File: src/rtl/uart_rx_framer_if.sv
// uart_rx_framer_if: serial-line and received-byte signals of the UART receive framer.
//   rx         serial line into the framer (idle high)
//   bps_clk    bit-sample tick from the baud generator
//   bps_en     baud generator enable, high while a frame is in progress
//   rx_data    last correctly framed byte
//   rx_valid   one-cycle pulse, rx_data updated
//   frame_err  one-cycle pulse, stop bit sampled low
//   parity_err one-cycle pulse, parity mismatch
// master: the framer. slave: the line/baud side and byte consumer.
interface uart_rx_framer_if;
  localparam int unsigned DATA_W = 8;

  logic              rx;
  logic              bps_clk;
  logic              bps_en;
  logic [DATA_W-1:0] rx_data;
  logic              rx_valid;
  logic              frame_err;
  logic              parity_err;

  modport master (
    input  rx,
    input  bps_clk,
    output bps_en,
    output rx_data,
    output rx_valid,
    output frame_err,
    output parity_err
  );

  modport slave (
    output rx,
    output bps_clk,
    input  bps_en,
    input  rx_data,
    input  rx_valid,
    input  frame_err,
    input  parity_err
  );
endinterface

File: src/rtl/uart_rx_framer.sv
// uart_rx_framer: UART receive framer. Synchronizes rx, detects the start edge,
// enables the external baud generator for one frame and samples start, 8 data
// bits (LSB first), optional parity and stop bit on each bps_clk tick.
//   clk  system clock, rising edge
//   rst  asynchronous active-high reset
//   bus  uart_rx_framer_if.master (rx, bps_clk in; bps_en, rx_data, rx_valid,
//        frame_err, parity_err out, all registered)
module uart_rx_framer #(
  parameter bit PARITY_EN  = 1'b0,
  parameter bit PARITY_ODD = 1'b0
) (
  input  logic               clk,
  input  logic               rst,
  uart_rx_framer_if.master   bus
);

  localparam int unsigned DATA_W = 8;
  localparam int unsigned CNT_W  = 3;

  typedef enum logic [2:0] {
    IDLE   = 3'd0,
    START  = 3'd1,
    DATA   = 3'd2,
    PARITY = 3'd3,
    STOP   = 3'd4
  } state_t;

  state_t             state_q, state_d;
  logic               rx_meta, rx_s, rx_s_d;
  logic [CNT_W-1:0]   cnt_q, cnt_d;
  logic [DATA_W-1:0]  shift_q, shift_d;
  logic [DATA_W-1:0]  data_q, data_d;
  logic               par_err_q, par_err_d;
  logic               en_q, en_d;
  logic               valid_q, valid_d;
  logic               ferr_q, ferr_d;
  logic               perr_q, perr_d;
  logic               fall_c;

  // rx_s_d tracks rx_s in every state so a start edge landing on the first
  // IDLE cycle (back-to-back frames) is still seen; a held-low line never
  // produces an edge.
  assign fall_c = rx_s_d & ~rx_s;

  // Two-flop synchronizer plus one delay flop for edge detection.
  always_ff @(posedge clk or posedge rst) begin
    if (rst) begin
      rx_meta <= 1'b1;
      rx_s    <= 1'b1;
      rx_s_d  <= 1'b1;
    end else begin
      rx_meta <= bus.rx;
      rx_s    <= rx_meta;
      rx_s_d  <= rx_s;
    end
  end

  // State and output registers.
  always_ff @(posedge clk or posedge rst) begin
    if (rst) begin
      state_q   <= IDLE;
      cnt_q     <= '0;
      shift_q   <= '0;
      data_q    <= '0;
      par_err_q <= 1'b0;
      en_q      <= 1'b0;
      valid_q   <= 1'b0;
      ferr_q    <= 1'b0;
      perr_q    <= 1'b0;
    end else begin
      state_q   <= state_d;
      cnt_q     <= cnt_d;
      shift_q   <= shift_d;
      data_q    <= data_d;
      par_err_q <= par_err_d;
      en_q      <= en_d;
      valid_q   <= valid_d;
      ferr_q    <= ferr_d;
      perr_q    <= perr_d;
    end
  end

  // Next-state and next-output logic; bps_clk only matters outside IDLE.
  always_comb begin
    state_d   = state_q;
    cnt_d     = cnt_q;
    shift_d   = shift_q;
    data_d    = data_q;
    par_err_d = par_err_q;
    valid_d   = 1'b0;
    ferr_d    = 1'b0;
    perr_d    = 1'b0;

    case (state_q)
      IDLE: begin
        if (fall_c) begin
          state_d   = START;
          par_err_d = 1'b0;
        end
      end
      START: begin
        if (bus.bps_clk) begin
          if (!rx_s) begin
            state_d = DATA;
            cnt_d   = '0;
          end else begin
            state_d = IDLE;
          end
        end
      end
      DATA: begin
        if (bus.bps_clk) begin
          shift_d = {rx_s, shift_q[DATA_W-1:1]};
          if (cnt_q == CNT_W'(DATA_W - 1)) begin
            state_d = PARITY_EN ? PARITY : STOP;
            cnt_d   = '0;
          end else begin
            cnt_d = cnt_q + CNT_W'(1);
          end
        end
      end
      PARITY: begin
        if (bus.bps_clk) begin
          par_err_d = (^shift_q) ^ rx_s ^ PARITY_ODD;
          state_d   = STOP;
        end
      end
      STOP: begin
        if (bus.bps_clk) begin
          state_d = IDLE;
          // A low stop bit outranks a parity mismatch.
          if (!rx_s) begin
            ferr_d = 1'b1;
          end else if (par_err_q) begin
            perr_d = 1'b1;
          end else begin
            valid_d = 1'b1;
            data_d  = shift_q;
          end
        end
      end
      default: begin
        state_d = IDLE;
      end
    endcase

    en_d = (state_d != IDLE);
  end

  assign bus.bps_en     = en_q;
  assign bus.rx_data    = data_q;
  assign bus.rx_valid   = valid_q;
  assign bus.frame_err  = ferr_q;
  assign bus.parity_err = perr_q;

endmodule
File: src/flat_wrapper.sv
// flat-port wrapper written by rule: the top's interface ports become plain ports
module uart_rx_framer_flat 
#(
  parameter bit PARITY_EN  = 1'b0,
  parameter bit PARITY_ODD = 1'b0
)
  (clk, rst, bus_rx, bus_bps_clk, bus_bps_en, bus_rx_data, bus_rx_valid, bus_frame_err, bus_parity_err);
  uart_rx_framer_if bus_i ();
  input  logic clk;
  input  logic rst;
  input wire logic [$bits(bus_i.rx)-1:0] bus_rx;
  input wire logic [$bits(bus_i.bps_clk)-1:0] bus_bps_clk;
  output wire logic [$bits(bus_i.bps_en)-1:0] bus_bps_en;
  output wire logic [$bits(bus_i.rx_data)-1:0] bus_rx_data;
  output wire logic [$bits(bus_i.rx_valid)-1:0] bus_rx_valid;
  output wire logic [$bits(bus_i.frame_err)-1:0] bus_frame_err;
  output wire logic [$bits(bus_i.parity_err)-1:0] bus_parity_err;
  assign bus_i.rx = bus_rx;
  assign bus_i.bps_clk = bus_bps_clk;
  assign bus_bps_en = bus_i.bps_en;
  assign bus_rx_data = bus_i.rx_data;
  assign bus_rx_valid = bus_i.rx_valid;
  assign bus_frame_err = bus_i.frame_err;
  assign bus_parity_err = bus_i.parity_err;
  uart_rx_framer #(.PARITY_EN(PARITY_EN), .PARITY_ODD(PARITY_ODD)) u_core (.clk(clk), .rst(rst), .bus(bus_i));
endmodule
File: config.mk
export PLATFORM = sky130hd
export DESIGN_NAME = uart_rx_framer_flat
export DESIGN_NICKNAME = d
export VERILOG_FILES = /design/src/rtl/uart_rx_framer_if.sv /design/src/rtl/uart_rx_framer.sv /design/src/flat_wrapper.sv
export SDC_FILE = /design/constraint.sdc
export NUM_CORES = 1
export LEC_CHECK = 0
export BUFFER_PORTS_ARGS = -buffer_cell sky130_fd_sc_hd__buf_2
export CORE_UTILIZATION = 40
export DETAILED_ROUTE_END_ITERATION = 16
export PLACE_DENSITY = 0.69
export RECOVER_POWER = 25
export SYNTH_ARGS = -nofsm -noshare
export SYNTH_HDL_FRONTEND = slang
export SYNTH_SLANG_ARGS = --single-unit
File: constraint.sdc
create_clock -name clk -period 3.5 [get_ports clk]
set_input_delay 0.525 -clock clk [delete_from_list [all_inputs] [get_ports clk]]
set_output_delay 0.525 -clock clk [all_outputs]
set_load 0.02 [all_outputs]
Word-level counts from Yosys, hierarchy flattened
Index checks and enable logic that the tools add are counted.

word-level totals
  register bits = 30
  input bits = 4
  output and inout bits = 12
  word-level logic and storage cells = 63

cells by class
  $add $sub $neg = 1
  eq/ne operators = 10
  multiplexer cells = 27
  bitwise logic cells = 4
  reductions and logical operators = 9

operator list
  cell                 number
  $mux 3               10
  $pmux 3 s5           1
  $mux 1               13
  $ne 2x2->1 const B   4
  $reduce_and 4->1     2
  $reduce_xor 8->1     1
  $eq 3x2->1 const B   2
  $eq 3x3->1 const B   2
  $pmux 3 s2           1
  $reduce_bool 2->1    2
  $add 3x1->3 const B  1
  $eq 3x1->1 const B   1
  $logic_not 3->1      1
  $reduce_and 3->1     1
  $reduce_bool 3->1    1
  $mux 2               1
  $ne 2x1->1 const B   1
  $not 1->1            2
  $pmux 1 s2           1
  $reduce_and 2->1     1
  $and 1x1->1          1
  $xor 1x1->1          1

Logic depth before layout (Yosys ltp)
  depth after elaboration = 5
  mapped depth = 6
  gate-level depth less buffers = 6

Worst setup path after synthesis
No wires, ideal clock.

  path type = input to register
  start = input bus_bps_clk
  end = register u_core.data_q[0] (netlist: u_core.bus.rx_data[0])
  setup time = 0.125 ns
  data arrival time = 1.374 ns
  required time = 3.375 ns
  path slack = 2.001 ns
  stages on the path = 5
  path buffers = 2
  cells stage by stage = buf_2 nand4_1 nand2b_4 buf_6 mux2_4

on the way
  cells in the longest elaborated chain, start to end = 1

ends and longest elaborated chain
  what                               RTL line              source
  start, declared                    flat_wrapper.sv:12    input wire logic [$bits(bus_i.bps_clk)-1:0] bus_bps_clk;
  $reduce_and 4->1 (no source line)  n/a
  end signal, assigned               uart_rx_framer.sv:74  data_q <= data_d;
  end, declared                      uart_rx_framer.sv:32  logic [DATA_W-1:0] data_q, data_d;

No other way between the ends.
A chain may end at the register's enable or synchronous reset.

Final worst setup path
  start = register u_core.rx_s
  end = register u_core.data_q[1] (netlist: u_core.bus.rx_data[1])

on the way
  cells in the longest elaborated chain, start to end = 1

ends and longest elaborated chain
  what                               RTL line              source
  start, declared                    uart_rx_framer.sv:29  logic rx_meta, rx_s, rx_s_d;
  start signal, assigned             uart_rx_framer.sv:53  rx_s <= rx_meta;
  $reduce_and 4->1 (no source line)  n/a

No other way between the ends.

==> results.toml <==
[synthesis]
synth_nets = 99
ys_warn_count = 0
synth_edf_count = 0
synthMostInstantiatedCell = "dfrtp_1"
yosysTopAreaCellShare_pct = 49.77
async_reset_ff_share_pct = 100.0
synthFlopType = "dfrtp_1"
synth_common_cells = "dfrtp_1, mux2_4, mux2_1"
synthCells = 93
avgSynthCellArea_um2 = 14.60
synth.yosys.seq_area_share_pct = 55.58
synth_seq_cells = 30
synth_top_cell_by_area = "dfrtp_1"
synth.area.top_cells = "dfrtp_1, mux2_4, mux2_1, dfstp_2, xnor2_1"
syn-cell-area_um2 = 1358
synth.distinct_cells = 31

[power]
seq_power_share_pct = 44.6
p_switching_uw = 358.6
internal-power_uw = 807.5
p_sw_share_pct = 30.75
clockPowerShare_pct = 24.8
p_comb_share_pct = 30.6
p_leak_nw = 0.8078
ir_drop_v = 0.0003594
power.density_nw_per_um2 = 767.8

[worst_setup_path]
critPathKind = "flop to flop"
crit_arrival_ns = 2.03
path_delay_family = "flip-flops"
regToRegSetupSlack_ns = 1.69
endpoint_kind = "flop"
worst_path_max_delay_cell = "dfstp_1"
path_cells = "nand4_1 > nand2b_1 > mux2_4"
worst-path-stages = 3
slowest_delay_ns = 0.66
crit_path_end = "u_core.bus.rx_data[1]"
critPathLaunchType = "flop"
reg2regPathDepth = 3
required_ns = 3.72
r2r_end = "u_core.bus.rx_data[1]"
worstPathMaxFanout = 9
crit_path_start = "u_core.rx_s"
critical_path_buf_inv_count = 0
r2r-start = "u_core.rx_s"

[clock_network]
clk_latency_ns = 0.34
cts_resized = 0
cts_hold_buf = 0
clockBufferDepth = 2
cts_buffers = 5
cts.sinks = 30
cts_tree = "yes"
clkSlewWorstSetupHoldPaths_ns = 0.09
h-tree-depth = 2
clock-root-buffer = "clkbuf_4"
post_cts_buffers = 0

[floorplan]
coreArea_um2 = 3128
io_pins = 16
start_util_pct = 43.40
die_area_um2 = 3631
rows = 20
die_x_um = 60.26
fp.dieH_um = 60.26

[place]
dp_hpwl_mm = 1.380
placed_cell_area_um2 = 1444
gp_congestion = 0.7600
io_buffers = 15

[sta]
clock.fmax_ghz = 0.5535
fin_crit_ns = 1.807
finalSetupViolCount = 0
slew_headroom_pct = 28.44
fin_crit_sh_pct = 51.62
worstMarginPinSlew_ns = 1.072
slew_viol_final = 0
fin_skew_ns = 0.01660
finalSetupTns_ns = 0
holdWs_ns = 0.2806
hold_viol = 0
rsz0062_at_grt = "false"

[grt]
grt_max_degree = 31
grt_pass1_wl_mm = 3.463
antenna_found_initial = 0
gr-usage-all-layers_pct = 13.99
overflow = 0
first_global_vias = 797

[final_layout]
synthToLayoutAreaGrowth_pct = 11.89
drive_above_1_share_pct = 35.14
utilization_pct = 48.56
antennaDiodeCount = 0
fin_nets = 116
final_cell_area_um2 = 1519

[route]
ant_nets = 0
vias = 753
drc = 0
drt-vias-per-instance = 4.858
drt_pass1_iterations = 4
wl_per_cell_um = 13.03
routed_wl_mm = 2.019
drt_iter0_markers = 14

[min_path]
hold_class = "primary input to flop"

[run_status]
outcome = "finished clean"

[job]
max_cap_viol_count = 0
## through the flow
step	cells	setup slack, ns	power [mW]
final	155	1.693	1.166
after detailed placement	147	1.885	0.8913
after CTS	155	1.856	1.187
after global placement	147	1.918	0.8809
after global routing	155	1.579	1.248
after floorplan	93	2.001	0.8316
## layout make-up
type / count / area [µm²]
clock buffers: 7 / 55.05
clock inverters: 1 / 30.03
fillers: 274 / 1609
inverters: 3 / 11.26
multi-input cells: 55 / 538.0
flip-flops and latches: 30 / 754.5
well taps: 44 / 55.05
repair buffers: 15 / 75.07
## worst min path at each step
| stage | startpoint | endpoint | slack (ns) | cells past startpoint |
|---|---|---|---|---|
| floorplan | u_core.rx_meta | u_core.rx_s | 0.35 | 0 |
| global placement | u_core.rx_meta | u_core.rx_s | 0.35 | 0 |
| detailed placement | u_core.rx_meta | u_core.rx_s | 0.35 | 0 |
| CTS | bus_rx | u_core.rx_meta | 0.27 | 1 |
| global route | bus_rx | u_core.rx_meta | 0.25 | 1 |
| finish | bus_rx | u_core.rx_meta | 0.28 | 1 |
## cells by family (layout without fill, tap and decap cells)
family,Yosys count,count (layout),synth area share (%)
mux,20,20,19.63
buf+inv,8,26,4.055
xor+xnor,7,7,5.530
fa+ha+maj,2,2,1.843
flops,30,30,55.58
compound gates,5,5,2.395
simple gates,21,21,10.97
## layer usage
metal | vias up | wire [µm] | GRT usage (%)
li1 | 356 | - | -
met2 | 17 | 934 | 21.19
met5 | - | 0 | 0
met3 | 10 | 99 | 6.494
met1 | 370 | 918 | 15.44
met4 | 0 | 67 | 9.635
## power groups by stage
| stage | Sequential [mW] | Clock, mW | Combinational (mW) |
|---|---|---|---|
| 4_1_cts | 0.521 | 0.298 | 0.367 |
| 3_5_place_dp | 0.529 | 0 | 0.363 |
| 3_3_place_gp | 0.524 | 0 | 0.357 |
| 2_1_floorplan | 0.522 | 0 | 0.309 |
| 6_report | 0.520 | 0.289 | 0.357 |
| 5_1_grt | 0.538 | 0.315 | 0.394 |
## flip-flops by register name (all words and copies together) (netlist names)
name and cells:
u_core.bus.rx_data 8, u_core.shift_q 8, u_core.cnt_q 3, u_core.state_q 3
u_core.bus.bps_en 1, u_core.bus.frame_err 1, u_core.bus.parity_err 1, u_core.bus.rx_valid 1
u_core.par_err_q 1, u_core.rx_meta 1, u_core.rx_s 1, u_core.rx_s_d 1
## layout by cell type (no fill, tap or decap), types with 2 or more instances in the layout
| master | n |
|---|---|
| and3_1 | 3 |
| buf_2 | 15 |
| clkbuf_4 | 5 |
| dfrtp_1 | 27 |
| dfstp_2 | 2 |
| ha_1 | 2 |
| inv_1 | 2 |
| mux2_1 | 8 |
| mux2_4 | 11 |
| nand2b_1 | 4 |
| nand3_1 | 2 |
| nor2_1 | 4 |
| xnor2_1 | 4 |
| xor2_1 | 2 |
(Power assumes the default switching activity.)
